File: src/rtl/btn_evt_pkg.sv
// btn_evt_pkg: shared gesture states and counter width helper
package btn_evt_pkg;
  typedef enum logic [2:0] {IDLE, PRESS1, LONG_HELD, WAIT2, PRESS2} state_t;
  function automatic int cnt_width(input int a, input int b);
    return $clog2(a > b ? a : b);
  endfunction
endpackage

File: src/rtl/evt_tick_counter.sv
// evt_tick_counter: tick counter with sync clear/enable and terminal compare
module evt_tick_counter #(
  parameter int CNT_W = 4
) (
  input  logic             clk,
  input  logic             reset,
  input  logic             clr,
  input  logic             en,
  input  logic [CNT_W-1:0] limit,
  output logic [CNT_W-1:0] cnt,
  output logic             done
);
  always_ff @(posedge clk)
    if (reset || clr) cnt <= '0;
    else if (en) cnt <= cnt + 1'b1;
  assign done = cnt == limit;
endmodule

File: src/rtl/button_event_decoder.sv
// button_event_decoder: classifies debounced presses into short/long/double pulses
module button_event_decoder
  import btn_evt_pkg::*;
#(
  parameter int LONG_TICKS   = 100_000_000,
  parameter int DCLICK_TICKS = 25_000_000,
  localparam int CNT_W       = cnt_width(LONG_TICKS, DCLICK_TICKS)
) (
  input  logic clk,
  input  logic reset,
  input  logic btn,
  output logic short_press,
  output logic long_press,
  output logic double_press,
  output logic busy
);
  state_t state, next_state;
  logic btn_q, rise, fall, done, sp_n, lp_n, dp_n;
  logic [CNT_W-1:0] cnt, limit;
  assign rise  = btn & ~btn_q;
  assign fall  = ~btn & btn_q;
  assign limit = state == WAIT2 ? CNT_W'(DCLICK_TICKS - 1) : CNT_W'(LONG_TICKS - 1);
  // saturation guard only; the terminal compare always leaves the state first
  evt_tick_counter #(.CNT_W(CNT_W)) u_cnt (
    .clk   (clk),
    .reset (reset),
    .clr   (next_state != state),
    .en    ((state == PRESS1 || state == WAIT2) && cnt != '1),
    .limit (limit),
    .cnt   (cnt),
    .done  (done)
  );
  always_comb begin
    next_state = state;
    sp_n = 1'b0;
    lp_n = 1'b0;
    dp_n = 1'b0;
    case (state)
      IDLE:      next_state = rise ? PRESS1 : IDLE;
      PRESS1:    if (fall) next_state = WAIT2;
                 else if (done) begin next_state = LONG_HELD; lp_n = 1'b1; end
      LONG_HELD: next_state = fall ? IDLE : LONG_HELD;
      WAIT2:     if (rise) next_state = PRESS2;
                 else if (done) begin next_state = IDLE; sp_n = 1'b1; end
      PRESS2:    if (fall) begin next_state = IDLE; dp_n = 1'b1; end
      default:   next_state = IDLE;
    endcase
  end
  always_ff @(posedge clk)
    if (reset) begin
      state        <= IDLE;
      btn_q        <= 1'b1;
      short_press  <= 1'b0;
      long_press   <= 1'b0;
      double_press <= 1'b0;
      busy         <= 1'b0;
    end else begin
      state        <= next_state;
      btn_q        <= btn;
      short_press  <= sp_n;
      long_press   <= lp_n;
      double_press <= dp_n;
      busy         <= next_state != IDLE;
    end
endmodule

File: config.mk
export PLATFORM = sky130hd
export DESIGN_NAME = button_event_decoder
export DESIGN_NICKNAME = d
export VERILOG_FILES = /design/src/rtl/btn_evt_pkg.sv /design/src/rtl/evt_tick_counter.sv /design/src/rtl/button_event_decoder.sv
export SDC_FILE = /design/constraint.sdc
export NUM_CORES = 1
export LEC_CHECK = 0
export BUFFER_PORTS_ARGS = -buffer_cell sky130_fd_sc_hd__buf_4
export CAP_MARGIN = 20
export CELL_PAD_IN_SITES_DETAIL_PLACEMENT = 0
export CELL_PAD_IN_SITES_GLOBAL_PLACEMENT = 1
export CORE_AREA = 2 2 69 71
export CTS_CLUSTER_DIAMETER = 100
export DETAILED_ROUTE_END_ITERATION = 16
export DIE_AREA = 0 0 71 73
export PLACE_DENSITY = 0.75
export RECOVER_POWER = 25
export SLEW_MARGIN = 10
export SYNTH_ARGS = -nofsm -noshare
export SYNTH_HDL_FRONTEND = slang
export SYNTH_HIERARCHICAL = 1
export SYNTH_SLANG_ARGS = --single-unit
File: constraint.sdc
create_clock -name clk -period 3.44 [get_ports clk]
set_clock_uncertainty 0.05 [all_clocks]
set_input_delay 0.344 -clock clk [delete_from_list [all_inputs] [get_ports clk]]
set_output_delay 0.344 -clock clk [all_outputs]
set_load 0.01 [all_outputs]
==> run metrics, run 1 <==
top cells by area, synth=dfxtp_1 35%, xor2_1 11%, xnor2_1 6.1%; Synth Instances=237; Crit path largest cell delay=approximately 540 ps; CP bufs+invs=3; H-tree depth=2; critical path type=flop to flop; area grow syn2layout=9.45%; initial antenna violation count=0; # diodes=0; grt ovf=0; flop2flop setup slack=approximately 460 ps; Routed Antenna Nets=0; CTS sink cnt=35; Power per Cell Area=around 330 mW/mm2; layout cells sized above 1=6.92%; row count=25; dominant cell type by area after synthesis=dfxtp_1; via count=between 1,500 and 2,000; fin crit period=2980 ps; Worst Path Arrival=~3100 ps; largest net degree at the start of global routing=15; Initial Util=between 40% and 50%; TritonRoute pass-1 iters=4; slowest cell on the critical path=dfxtp_1; Clk Tree Root Cell=clkbuf_8; Core Area=between 0.004 and 0.005 mm2; cts repair resizes=0; CTS tree=built; CTS Buffer Depth=2; Cell Area, Synth=~0.002 mm2; RSZ-0062 raised after global routing=false; I/O pin count=7; Final Hold Violating Endpoints=0; Avg Inst Size Synth=between 8 and 9 um2; WHS Path Cells=2; worst r2r src=state[1]; final net count=265; final instance area=around 0.0022 mm2; r2r endpoint=u_cnt/cnt[8]; Synth top area share=approximately a third; setup TNS=0 ps; Port Buffers=6; register area share after synthesis=between 30% and 40%; delay-heaviest family, CP=simple AND/OR/NAND/NOR gates; critical path startpoint category=flop; max cap viols=0; clock slew at reported path FFs=roughly 70 ps; status=completed; FMAX=336 MHz; critical hold path startpoint=reset; RePlAce Congestion=0.712; DRC viols=0; element type at the critical path end=flop; first-pass GRT wire length=7400 um; LEAKAGE=~0.8 nW; die area=around 0.0052 mm2; Setup-failing EPs final=0; max-slew violations=0; yosys warns=6; GR Util All Layers=between 15 and 20%; synth unique cells=42; HP Class=input pin to flop; required time of the worst setup path=3560 ps; total wire length=between 4000 and 5000 um; Post-CTS Setup Inserts=0; Hold Path End=double_press; most frequent cells in the layout=35 x dfxtp_1, 25 x xor2_1, 20 x nor2_1; Via density=approximately 5.5; Hold-fix buffers, CTS=0; Die Width=71 um; worst hold slack=between 200 and 250 ps; sequence of cells on the critical path=and2_4 -> nand2b_4 -> inv_2 -> xor2_1 -> nor4_1 -> nand4_1 -> nor4_1 -> buf_4 -> o21ai_0 -> nand4_1 -> or2_2 -> buf_4 -> nor2_1; Cell Area, Placed=between 0.002 and 0.0025 mm2; Initial DRC Count=about 140; CP Max Fanout=14; later-pin clock latency in the skew report=roughly 280 ps; Worst Reg-to-Reg Cells=13; Routed WL per cell=~14 um; Die Span Y=~73 um; Max rail drop VDD=approximately 0.19 mV; CTS Buf Count=5; Synth Register Bits=35; total power=about 0.73 mW; commonest non-fill, non-tap cell in the layout=dfxtp_1; vias in the first global route=approximately 1,500; period utilisation layout=roughly 87%; Post-DP HPWL=~3200 um
## state kept, by name, indices dropped and copies added (netlist names)
register	flops
long_press	1
double_press	1
u_cnt/cnt	27
busy	1
btn_q	1
state	3
short_press	1
## per-stage QoR
stage	utilization, %	worst slack [ps]	cells
finish	48.6	461	314
global route	48.6	125	314
CTS	49.0	449	314
detailed placement	47.4	475	308
global placement	47.4	516	308
floorplan	-	430	254
## synth_stat cells (all sizes together)
master,instances
o211ai,2
buf,5
o21ai,12
a32oi,1
nor3b,1
nor3,5
or4,8
nand4b,1
nor2b,1
clkbuf,3
xor2,25
mux2i,1
and3,4
nor4,7
or2,2
dfxtp,35
and2b,1
nand3,13
a21oi,16
ha,1
and2,1
or3,7
inv,4
nand4,15
conb,2
nand2,14
nor2,20
and4,5
xnor2,14
o311ai,1
nand2b,4
o31ai,6
## worst max-delay path by stage
stage / startpoint / to / slack (ps) / cells past startpoint
floorplan: state[2] / u_cnt/cnt[0] / 430 / 12
global placement: state[0] / u_cnt/cnt[0] / 520 / 13
detailed placement: state[1] / u_cnt/cnt[8] / 480 / 13
CTS: state[1] / u_cnt/cnt[8] / 450 / 13
global route: state[0] / u_cnt/cnt[3] / 120 / 13
finish: state[1] / u_cnt/cnt[8] / 460 / 13
## per-layer routing
| layer | vias to the layer above | track usage [%] | routed length [um] |
|---|---|---|---|
| met3 | 9 | 3.87 | 135 |
| met2 | 30 | 28.6 | 2030 |
| met5 | - | 0 | 0 |
| li1 | 887 | - | - |
| met4 | 0 | 6.29 | 72 |
| met1 | 796 | 24.9 | 2190 |
## power by group
part | internal (mW) | switching [mW] | total [mW]
Clock | 0.135 | 0.134 | 0.269
Combinational | 0.0175 | 0.0294 | 0.0470
Sequential | 0.408 | 0.00488 | 0.413
Total | 0.561 | 0.169 | 0.730
## layout make-up
| type | count | area, um2 |
|---|---|---|
| Clock buffer | 6 | 72.6 |
| Inverter | 4 | 15.0 |
| Tap cell | 54 | 67.6 |
| Timing Repair Buffer | 8 | 41.3 |
| Fill cell | 451 | 2330 |
| Multi-Input combinational cell | 207 | 1310 |
| Sequential cell | 35 | 701 |
## worst register-to-register path, cell delays in order, from the launching register on
cell	delay, ps
dfxtp_1	540
and2_4	230
nand2b_4	100
inv_2	130
xor2_1	70
nor4_1	250
nand4_1	130
nor4_1	300
buf_4	200
o21ai_0	90
nand4_1	130
or2_2	310
buf_4	270
nor2_1	70
## cells by family after synthesis
family          count (synthesis)  synth area share [%]
simple gates                  109                  32.4
xor+xnor                       39                  17.0
compound gates                 38                  10.8
flops                          35                  34.8
buf+inv                        12                  3.48
other cells                     2                 0.373
fa+ha+maj                       1                 0.622
mux                             1                 0.498
No activity file was read; power rests on OpenSTA's default activity.
==> inputs of run 2 (changes only) <==
--- a/config.mk
+++ b/config.mk
@@ -9,10 +9,10 @@
 export CAP_MARGIN = 20
 export CELL_PAD_IN_SITES_DETAIL_PLACEMENT = 0
 export CELL_PAD_IN_SITES_GLOBAL_PLACEMENT = 1
-export CORE_AREA = 2 2 69 71
+export CORE_AREA = 2 2 82 60
 export CTS_CLUSTER_DIAMETER = 100
 export DETAILED_ROUTE_END_ITERATION = 16
-export DIE_AREA = 0 0 71 73
+export DIE_AREA = 0 0 84 62
 export PLACE_DENSITY = 0.75
 export RECOVER_POWER = 25
 export SLEW_MARGIN = 10
==> run 2 against run 1 <==
  * Worst hold slack better by 12 ps
  * Sequential cell count stayed put
  * Final area is 0.57% higher
  * Non-clock buffer count stayed put
  * Via count is 0.93% higher
  * Total power is 3.0% higher
  * Critical path depth is 1 lower
  * Clock power is 7.8% higher
==> run metrics, run 2 (synthesized netlist as in run 1, its figures left out) <==
Final Hold Violating Endpoints=0 (unchanged); critical path launch point=state[1]; critical path type=flop to flop; Port Buffers=6 (unchanged); Util after Layout=48.7% (+0.17 points); element type at the critical path end=flop; Die Width=84 um (+18%); Core Area=0.00455 mm2 (+0.22%); GR Util All Layers=19.8% (+1.6 points); I/O pin count=7 (unchanged); later-pin clock latency in the skew report=290 ps (about the same); Worst Path Arrival=3160 ps (+60 ps); area occupied by multi-input gates=0.00131 mm2 (unchanged); RePlAce Congestion=0.867 (+22%); Post-CTS Setup Inserts=0 (unchanged); Top reg by flops=u_cnt/cnt; DRC viols=0 (unchanged); total wire length=4680 um (+5.8%); max FFs per register=27 (unchanged); Power per Cell Area=339 mW/mm2 (+2.4%); layout cells sized above 1=6.87% (-0.053 points); status=completed; CTS tree=built; vias in the first global route=1,541 (+2.1%); Setup-failing EPs final=0 (unchanged); Clk Tree Root Cell=clkbuf_8; LEAKAGE=0.798 nW (+0.29%); H-tree depth=2 (unchanged); CP Max Fanout=12 (-2); Max rail drop VDD=0.245 mV (+30%); Initial DRC Count=209 (+51%); required time of the worst setup path=3550 ps (about the same); critical hold path startpoint=reset; Initial Util=44.3% (-0.098 points); area grow syn2layout=10.1%; setup TNS=0 ps (unchanged); FMAX=328 MHz (-2.2%); most frequent cells in the layout=35 x dfxtp_1, 25 x xor2_1, 20 x nor2_1; FILL cells=459 (+1.8%); Die Span Y=62 um (-15%); period utilisation layout=88.5% (+2.0 points); # diodes=0 (unchanged); Routed WL per cell=14.7 um (+4.1%); final net count=265 (unchanged); grt ovf=0 (unchanged); Hold-fix buffers, CTS=0 (unchanged); die area=0.00521 mm2 (+0.48%); row count=21 (-16%); Routed Antenna Nets=0 (unchanged); TritonRoute pass-1 iters=4 (unchanged); sequential cell area=701 um2 (unchanged); cts repair resizes=0 (unchanged); critical path startpoint category=flop; Post-DP HPWL=3400 um (+6.1%); max-slew violations=0 (unchanged); via count=1,738 (+0.93%); HP Class=input pin to flop; worst r2r src=state[1]; max cap viols=0 (unchanged); CTS Buf Count=5 (unchanged); largest net degree at the start of global routing=19 (+4); commonest non-fill, non-tap cell in the layout=dfxtp_1; CTS Buffer Depth=2 (unchanged); fin crit period=3050 ps (+67.5 ps); Via density=5.45 (-0.65%); largest registers=u_cnt/cnt (27), state (3); CTS sink cnt=35 (unchanged); initial antenna violation count=0 (unchanged); first-pass GRT wire length=7940 um (+7.3%); RSZ-0062 raised after global routing=false; clock slew at reported path FFs=70 ps (about the same)
==> run 2: through the flow <==
| stage | power [mW] | worst slack, ps | hold slack [ps] | instances | instance area (um2) |
|---|---|---|---|---|---|
| after floorplan | 0.457 | 430 | 371 | 254 | 2080 |
| after global placement | 0.472 | 494 | 474 | 311 | 2150 |
| after detailed placement | 0.471 | 497 | 470 | 311 | 2150 |
| after CTS | 0.763 | 484 | 228 | 319 | 2240 |
| after global routing | 0.785 | 103 | 236 | 319 | 2210 |
| final | 0.751 | 394 | 236 | 319 | 2210 |
==> run 2: cell type report <==
| type | count | share of cell area, % |
|---|---|---|
| Tap cell | 57 | 3.22 |
| Clock inverter | 2 | 0.565 |
| Inverter | 4 | 0.678 |
| Clock buffer | 6 | 3.28 |
| Multi-Input combinational cell | 207 | 58.9 |
| Sequential cell | 35 | 31.6 |
| Timing Repair Buffer | 8 | 1.69 |
==> run 2: worst paths after layout <==
kind,end,slack [ps],cells past startpoint
setup / recovery,busy,390,12
hold / removal,double_press,240,2
setup reg to reg,busy,390,12
hold reg to reg,u_cnt/cnt[24],480,2
==> run 2: critical path: stages (launching register included) <==
cell and delay, ps:
dfxtp_1 530, and2_4 230, nand2b_4 100, inv_1 190, xor2_1 100, nor4_1 250
nand4_1 120, nor4_1 380, clkbuf_1 270, o21ai_1 110, a21oi_1 150, o21ai_1 100
or3_1 370
==> run 2: per-layer routing <==
metal	part of all wire (%)	vias to the layer above	global-route usage [%]
met5	0	-	0
met2	38	37	27.0
met3	5.5	2	4.89
met4	0.45	0	4.84
li1	-	886	-
met1	56	813	30.8
==> run 2: report_power, final <==
part           total [mW]  internal (mW)  leakage (nW)  switching [mW]
clock network       0.290          0.141        0.0412           0.149
logic              0.0473         0.0175         0.475          0.0298
registers           0.414          0.408         0.282         0.00550
